File: src/rtl/qs_fifo_flow.sv
// qs_fifo_flow: synchronous FIFO with occupancy count, almost-full/empty
// thresholds, registered pop data with a valid strobe, sticky
// overflow/underflow flags and synchronous flush. DEPTH may be any value >= 2.
//
// Optional feature macro: QS_FIFO_FWFT_EN (first-word-fall-through). When it
// is defined the head entry is presented combinationally and pop_i is an
// acknowledge. When it is undefined, pop data arrives one cycle after an
// accepted pop.
//
// Ports:
//   clk            clock, rising edge
//   reset          asynchronous, active-high reset
//   flush_i        synchronous clear of contents, pointers, count and error flags
//   push_i         write request, push_data_i is the write data
//   pop_i          read request (acknowledge in FWFT mode)
//   pop_data_o     read data
//   pop_valid_o    pop_data_o holds data from an accepted pop
//   count_o        occupancy, 0..DEPTH
//   full_o         count == DEPTH
//   empty_o        count == 0
//   almost_full_o  count >= AF_LVL
//   almost_empty_o count <= AE_LVL
//   overflow_o     sticky: a push was rejected
//   underflow_o    sticky: a pop was rejected
module qs_fifo_flow #(
  parameter int DATA_W = 8,
  parameter int DEPTH  = 6,
  parameter int AF_LVL = DEPTH - 1,
  parameter int AE_LVL = 1
) (
  input  logic                       clk,
  input  logic                       reset,
  input  logic                       flush_i,
  input  logic                       push_i,
  input  logic [DATA_W-1:0]          push_data_i,
  input  logic                       pop_i,
  output logic [DATA_W-1:0]          pop_data_o,
  output logic                       pop_valid_o,
  output logic [$clog2(DEPTH+1)-1:0] count_o,
  output logic                       full_o,
  output logic                       empty_o,
  output logic                       almost_full_o,
  output logic                       almost_empty_o,
  output logic                       overflow_o,
  output logic                       underflow_o
);

  localparam int PTR_W = $clog2(DEPTH);
  localparam int CNT_W = $clog2(DEPTH + 1);

  // Pointers carry the wrap bit in the MSB: {wrap, index}.
  logic [PTR_W:0]       wr_q, wr_d, rd_q, rd_d;
  logic [CNT_W-1:0]     count_q, count_d;
  logic                 ovf_q, udf_q;
  logic [DATA_W-1:0]    mem_q [DEPTH];

  logic empty, full, push_acc, pop_acc;

  // Index wraps at DEPTH-1 (not at a power of 2), toggling the wrap bit.
  function automatic logic [PTR_W:0] ptr_inc(input logic [PTR_W:0] p);
    if (p[PTR_W-1:0] == PTR_W'(DEPTH - 1))
      return {~p[PTR_W], {PTR_W{1'b0}}};
    else
      return {p[PTR_W], p[PTR_W-1:0] + PTR_W'(1)};
  endfunction

  assign empty = (wr_q == rd_q);
  assign full  = (wr_q[PTR_W-1:0] == rd_q[PTR_W-1:0]) && (wr_q[PTR_W] != rd_q[PTR_W]);

  // Flush wins over both requests. A push into a full FIFO is still taken
  // when a pop frees a slot in the same cycle.
  assign pop_acc  = ~flush_i & pop_i & ~empty;
  assign push_acc = ~flush_i & push_i & (~full | pop_acc);

  always_comb begin
    wr_d    = wr_q;
    rd_d    = rd_q;
    count_d = count_q;
    if (flush_i) begin
      wr_d    = '0;
      rd_d    = '0;
      count_d = '0;
    end else begin
      if (push_acc) wr_d = ptr_inc(wr_q);
      if (pop_acc)  rd_d = ptr_inc(rd_q);
      case ({push_acc, pop_acc})
        2'b10:   count_d = count_q + CNT_W'(1);
        2'b01:   count_d = count_q - CNT_W'(1);
        default: count_d = count_q;
      endcase
    end
  end

  always_ff @(posedge clk or posedge reset) begin
    if (reset) begin
      wr_q    <= '0;
      rd_q    <= '0;
      count_q <= '0;
      ovf_q   <= 1'b0;
      udf_q   <= 1'b0;
    end else begin
      wr_q    <= wr_d;
      rd_q    <= rd_d;
      count_q <= count_d;
      if (flush_i) begin
        ovf_q <= 1'b0;
        udf_q <= 1'b0;
      end else begin
        if (push_i & ~push_acc) ovf_q <= 1'b1;
        if (pop_i & empty)      udf_q <= 1'b1;
      end
    end
  end

  // Storage is deliberately not reset.
  always_ff @(posedge clk) begin
    if (push_acc) mem_q[wr_q[PTR_W-1:0]] <= push_data_i;
  end

`ifdef QS_FIFO_FWFT_EN
  assign pop_data_o  = mem_q[rd_q[PTR_W-1:0]];
  assign pop_valid_o = ~empty;
`else
  logic [DATA_W-1:0] pop_data_q;
  logic              pop_valid_q;

  // On push+pop into a full FIFO both hit the same slot; the read sees the
  // old entry because the write lands at the same edge.
  always_ff @(posedge clk or posedge reset) begin
    if (reset) begin
      pop_data_q  <= '0;
      pop_valid_q <= 1'b0;
    end else begin
      pop_valid_q <= pop_acc;
      if (pop_acc) pop_data_q <= mem_q[rd_q[PTR_W-1:0]];
    end
  end

  assign pop_data_o  = pop_data_q;
  assign pop_valid_o = pop_valid_q;
`endif

  assign count_o        = count_q;
  assign full_o         = full;
  assign empty_o        = empty;
  assign almost_full_o  = (count_q >= CNT_W'(AF_LVL));
  assign almost_empty_o = (count_q <= CNT_W'(AE_LVL));
  assign overflow_o     = ovf_q;
  assign underflow_o    = udf_q;

endmodule

File: config.mk
export PLATFORM = sky130hd
export DESIGN_NAME = qs_fifo_flow
export DESIGN_NICKNAME = d
export VERILOG_FILES = /design/src/rtl/qs_fifo_flow.sv
export SDC_FILE = /design/constraint.sdc
export NUM_CORES = 1
export LEC_CHECK = 0
export CAP_MARGIN = 20
export CORE_UTILIZATION = 28
export CTS_CLUSTER_DIAMETER = 120
export DETAILED_ROUTE_END_ITERATION = 10
export PLACE_DENSITY = 0.52
export SYNTH_ARGS = -nofsm -noshare
export SYNTH_HDL_FRONTEND = slang
export SYNTH_SLANG_ARGS = --single-unit
File: constraint.sdc
create_clock -name clk -period 2.9 [get_ports clk]
set_input_delay 0.435 -clock clk [delete_from_list [all_inputs] [get_ports clk]]
set_output_delay 0.435 -clock clk [all_outputs]
set_load 0.01 [all_outputs]
==> flow_metrics.env <==
export IMPL_syn_avg_cell_area_um2=14.6
export IMPL_hpwl_mm=4.11
export IMPL_worstSetupStartpointType="flop"
export IMPL_multi_input_area_um2=943
export IMPL_fin_crit_sh=0.903
export IMPL_r2r_start="wr_q[2]"
export IMPL_worstSetupPathType="reg2out"
export IMPL_clk_latency_ns=0.35
export IMPL_mostFrequentLayoutCell="edfxtp_1"
export IMPL_root_buffer="clkbuf_8"
export IMPL_powerDensity_nw_per_um2=667
export IMPL_die_area_um2=11200
export IMPL_core_region_area_um2=10400
export IMPL_cts_setup_buffers=0
export IMPL_cts_tree="yes"
export IMPL_vias=1769
export IMPL_avgRoutedWirePerCell_um=15.1
export IMPL_drt_initial_drc_count=29
export IMPL_stdcell_area_um2=3720
export IMPL_hold_buffers=0
export IMPL_diodes=0
export IMPL_relSlewSlack=0.306
export IMPL_cts_buffer_depth=2
export IMPL_track_usage=0.116
export IMPL_clock_sinks=70
export IMPL_nets=266
export IMPL_drv_slew=0
export IMPL_overflow=0
export IMPL_worst_r2r_path_depth=5
export IMPL_path_clk_slew_ns=0.08
export IMPL_dieHeight_um=106
export IMPL_drt_total_wl_mm=5.92
export IMPL_die_x_um=106
export IMPL_critPathCaptureType="output pin"
export IMPL_area_growth_pct=23.2
export IMPL_ys_types=44
export IMPL_ys_seq_area_frac=0.659
export IMPL_drtAntennaViolNets=0
export IMPL_hold_viol_final=0
export IMPL_leakage_uw=0.00133
export IMPL_min_path_type="reg2reg"
export IMPL_rsz0062_at_grt="false"
export IMPL_final_cell_mix="edfxtp_1, clkdlybuf4s50_1, dfrtp_1"
export IMPL_rrSetupSlack_ns=0.38
export IMPL_place_area_um2=3530
export IMPL_n_fill_cell=1020
export IMPL_dr_pass1_iters=4
export IMPL_h_tree_depth=3
export IMPL_fmax_ghz=0.382
export IMPL_startpoint="wr_q[2]"
export IMPL_yosys_most_used_dff="edfxtp_1"
export IMPL_holdWs_ns=0.499
export IMPL_vdd_drop_max_mv=0.274
export IMPL_critPathMaxFanout=6
export IMPL_cts_buffers=9
export IMPL_final_setup_tns_ns=0
export IMPL_grt_pass1_wl_mm=9.49
export IMPL_register_area_um2=1990
export IMPL_first_global_vias=1775
export IMPL_ys_async_sr_fraction=0.314
export IMPL_final_core_util=0.359
export IMPL_fin_crit_ns=2.62
export IMPL_syn_nets=223
export IMPL_outcome="completed"
export IMPL_start_util=0.291
export IMPL_io_buffers=30
export IMPL_gp_congestion=0.694
export IMPL_layout_drive_gt1_share=0.184
export IMPL_worst_slew_pin_slew_ns=1.04
export IMPL_setup_viol_count_final=0
export IMPL_worst_slack_ns=0.282
export IMPL_synthCells=207
export IMPL_drv_cap=0
export IMPL_ctsResizeCount=0
export IMPL_io_pins=31
export IMPL_pre_cts_slack_ns=0.321
export IMPL_cp_endpoint="empty_o"
export IMPL_drc_errors=0
export IMPL_reg2reg_to="count_o[2]"
export IMPL_synth_seq_cells=70
export IMPL_antenna_found_initial=0
export IMPL_yosys_warnings=0
export IMPL_syn_cell_area_um2=3020
export IMPL_rows=37
export IMPL_critPathArrivalTime_ns=2.18
export IMPL_skew_ns=0.0114
export IMPL_grt_max_degree=23
export IMPL_cp_required_ns=2.47
export IMPL_synth_edff_count=48
export IMPL_vias_per_cell=4.52
## cells in the mapped netlist, types with 3 or more instances
| library cell | instances | area (um2) |
|---|---|---|
| dfrtp_1 | 22 | 551 |
| mux2i_1 | 9 | 90.1 |
| a21oi_1 | 13 | 65.1 |
| ha_1 | 3 | 37.5 |
| o21ai_0 | 11 | 55.1 |
| clkbuf_1 | 4 | 15.0 |
| nor3_1 | 3 | 15.0 |
| edfxtp_1 | 48 | 1440 |
| mux4_2 | 8 | 180 |
| buf_2 | 4 | 20.0 |
| xnor2_1 | 6 | 52.6 |
| nor2_1 | 21 | 78.8 |
| inv_1 | 6 | 22.5 |
| xor2_2 | 3 | 48.8 |
| nand2_1 | 12 | 45.0 |
## metrics by stage
stage | total power, uW | instances
2_1_floorplan | 1510 | 207
3_3_place_gp | 1760 | 375
3_5_place_dp | 1760 | 375
4_1_cts | 2520 | 391
5_1_grt | 2610 | 391
6_report | 2480 | 391
## cell type report
| type | instances | area share |
|---|---|---|
| sequential | 70 | 0.535 |
| multi-input combinational | 118 | 0.253 |
| timing repair buffer | 43 | 0.107 |
| tap | 136 | 0.0457 |
| clock buffer | 9 | 0.0333 |
| clock inverter | 7 | 0.0175 |
| inverter | 8 | 0.00807 |
## where the power goes
part	total [uW]	internal [uW]	switching (uW)	leakage (uW)
clock network	750	389	361	0.0000880
logic	515	272	243	0.000515
registers	1220	1160	58.6	0.000724
## cells by family after synthesis
logic type	Yosys count	share of synthesized area
flops	70	0.659
fa+ha+maj	3	0.0124
compound gates	34	0.0737
mux	19	0.0982
buf+inv	19	0.0302
simple gates	52	0.0895
xor+xnor	10	0.0365
## registers in the layout, indices dropped and copies added (netlist names)
register	cells
mem_q	48
pop_data_o	8
rd_q	4
wr_q	4
count_o	3
overflow_o	1
pop_valid_o	1
underflow_o	1
## worst max-delay path, cell delays in order (launching register included)
cell	delay (ns)
dfrtp_1	0.46
xor2_2	0.22
or3_1	0.44
nor2_1	0.16
clkdlybuf4s50_1	0.56
## per-layer routing
metal	vias to the layer above	share of wire	global-route usage
li1	842	-	-
met1	876	0.44	0.137
met2	44	0.49	0.192
met3	7	0.056	0.0439
met4	0	0.013	0.0417
met5	-	0	0
## worst min-delay path by stage
stage,startpoint,to,cells after the start
after detailed placement,pop_data_o[7],pop_data_o[7],2
final,pop_data_o[7],pop_data_o[7],2
after global placement,underflow_o,underflow_o,2
after global routing,pop_data_o[7],pop_data_o[7],2
after CTS,pop_data_o[7],pop_data_o[7],2
after floorplan,reset,count_o[0],1
Power figures use the tool's default switching activity.
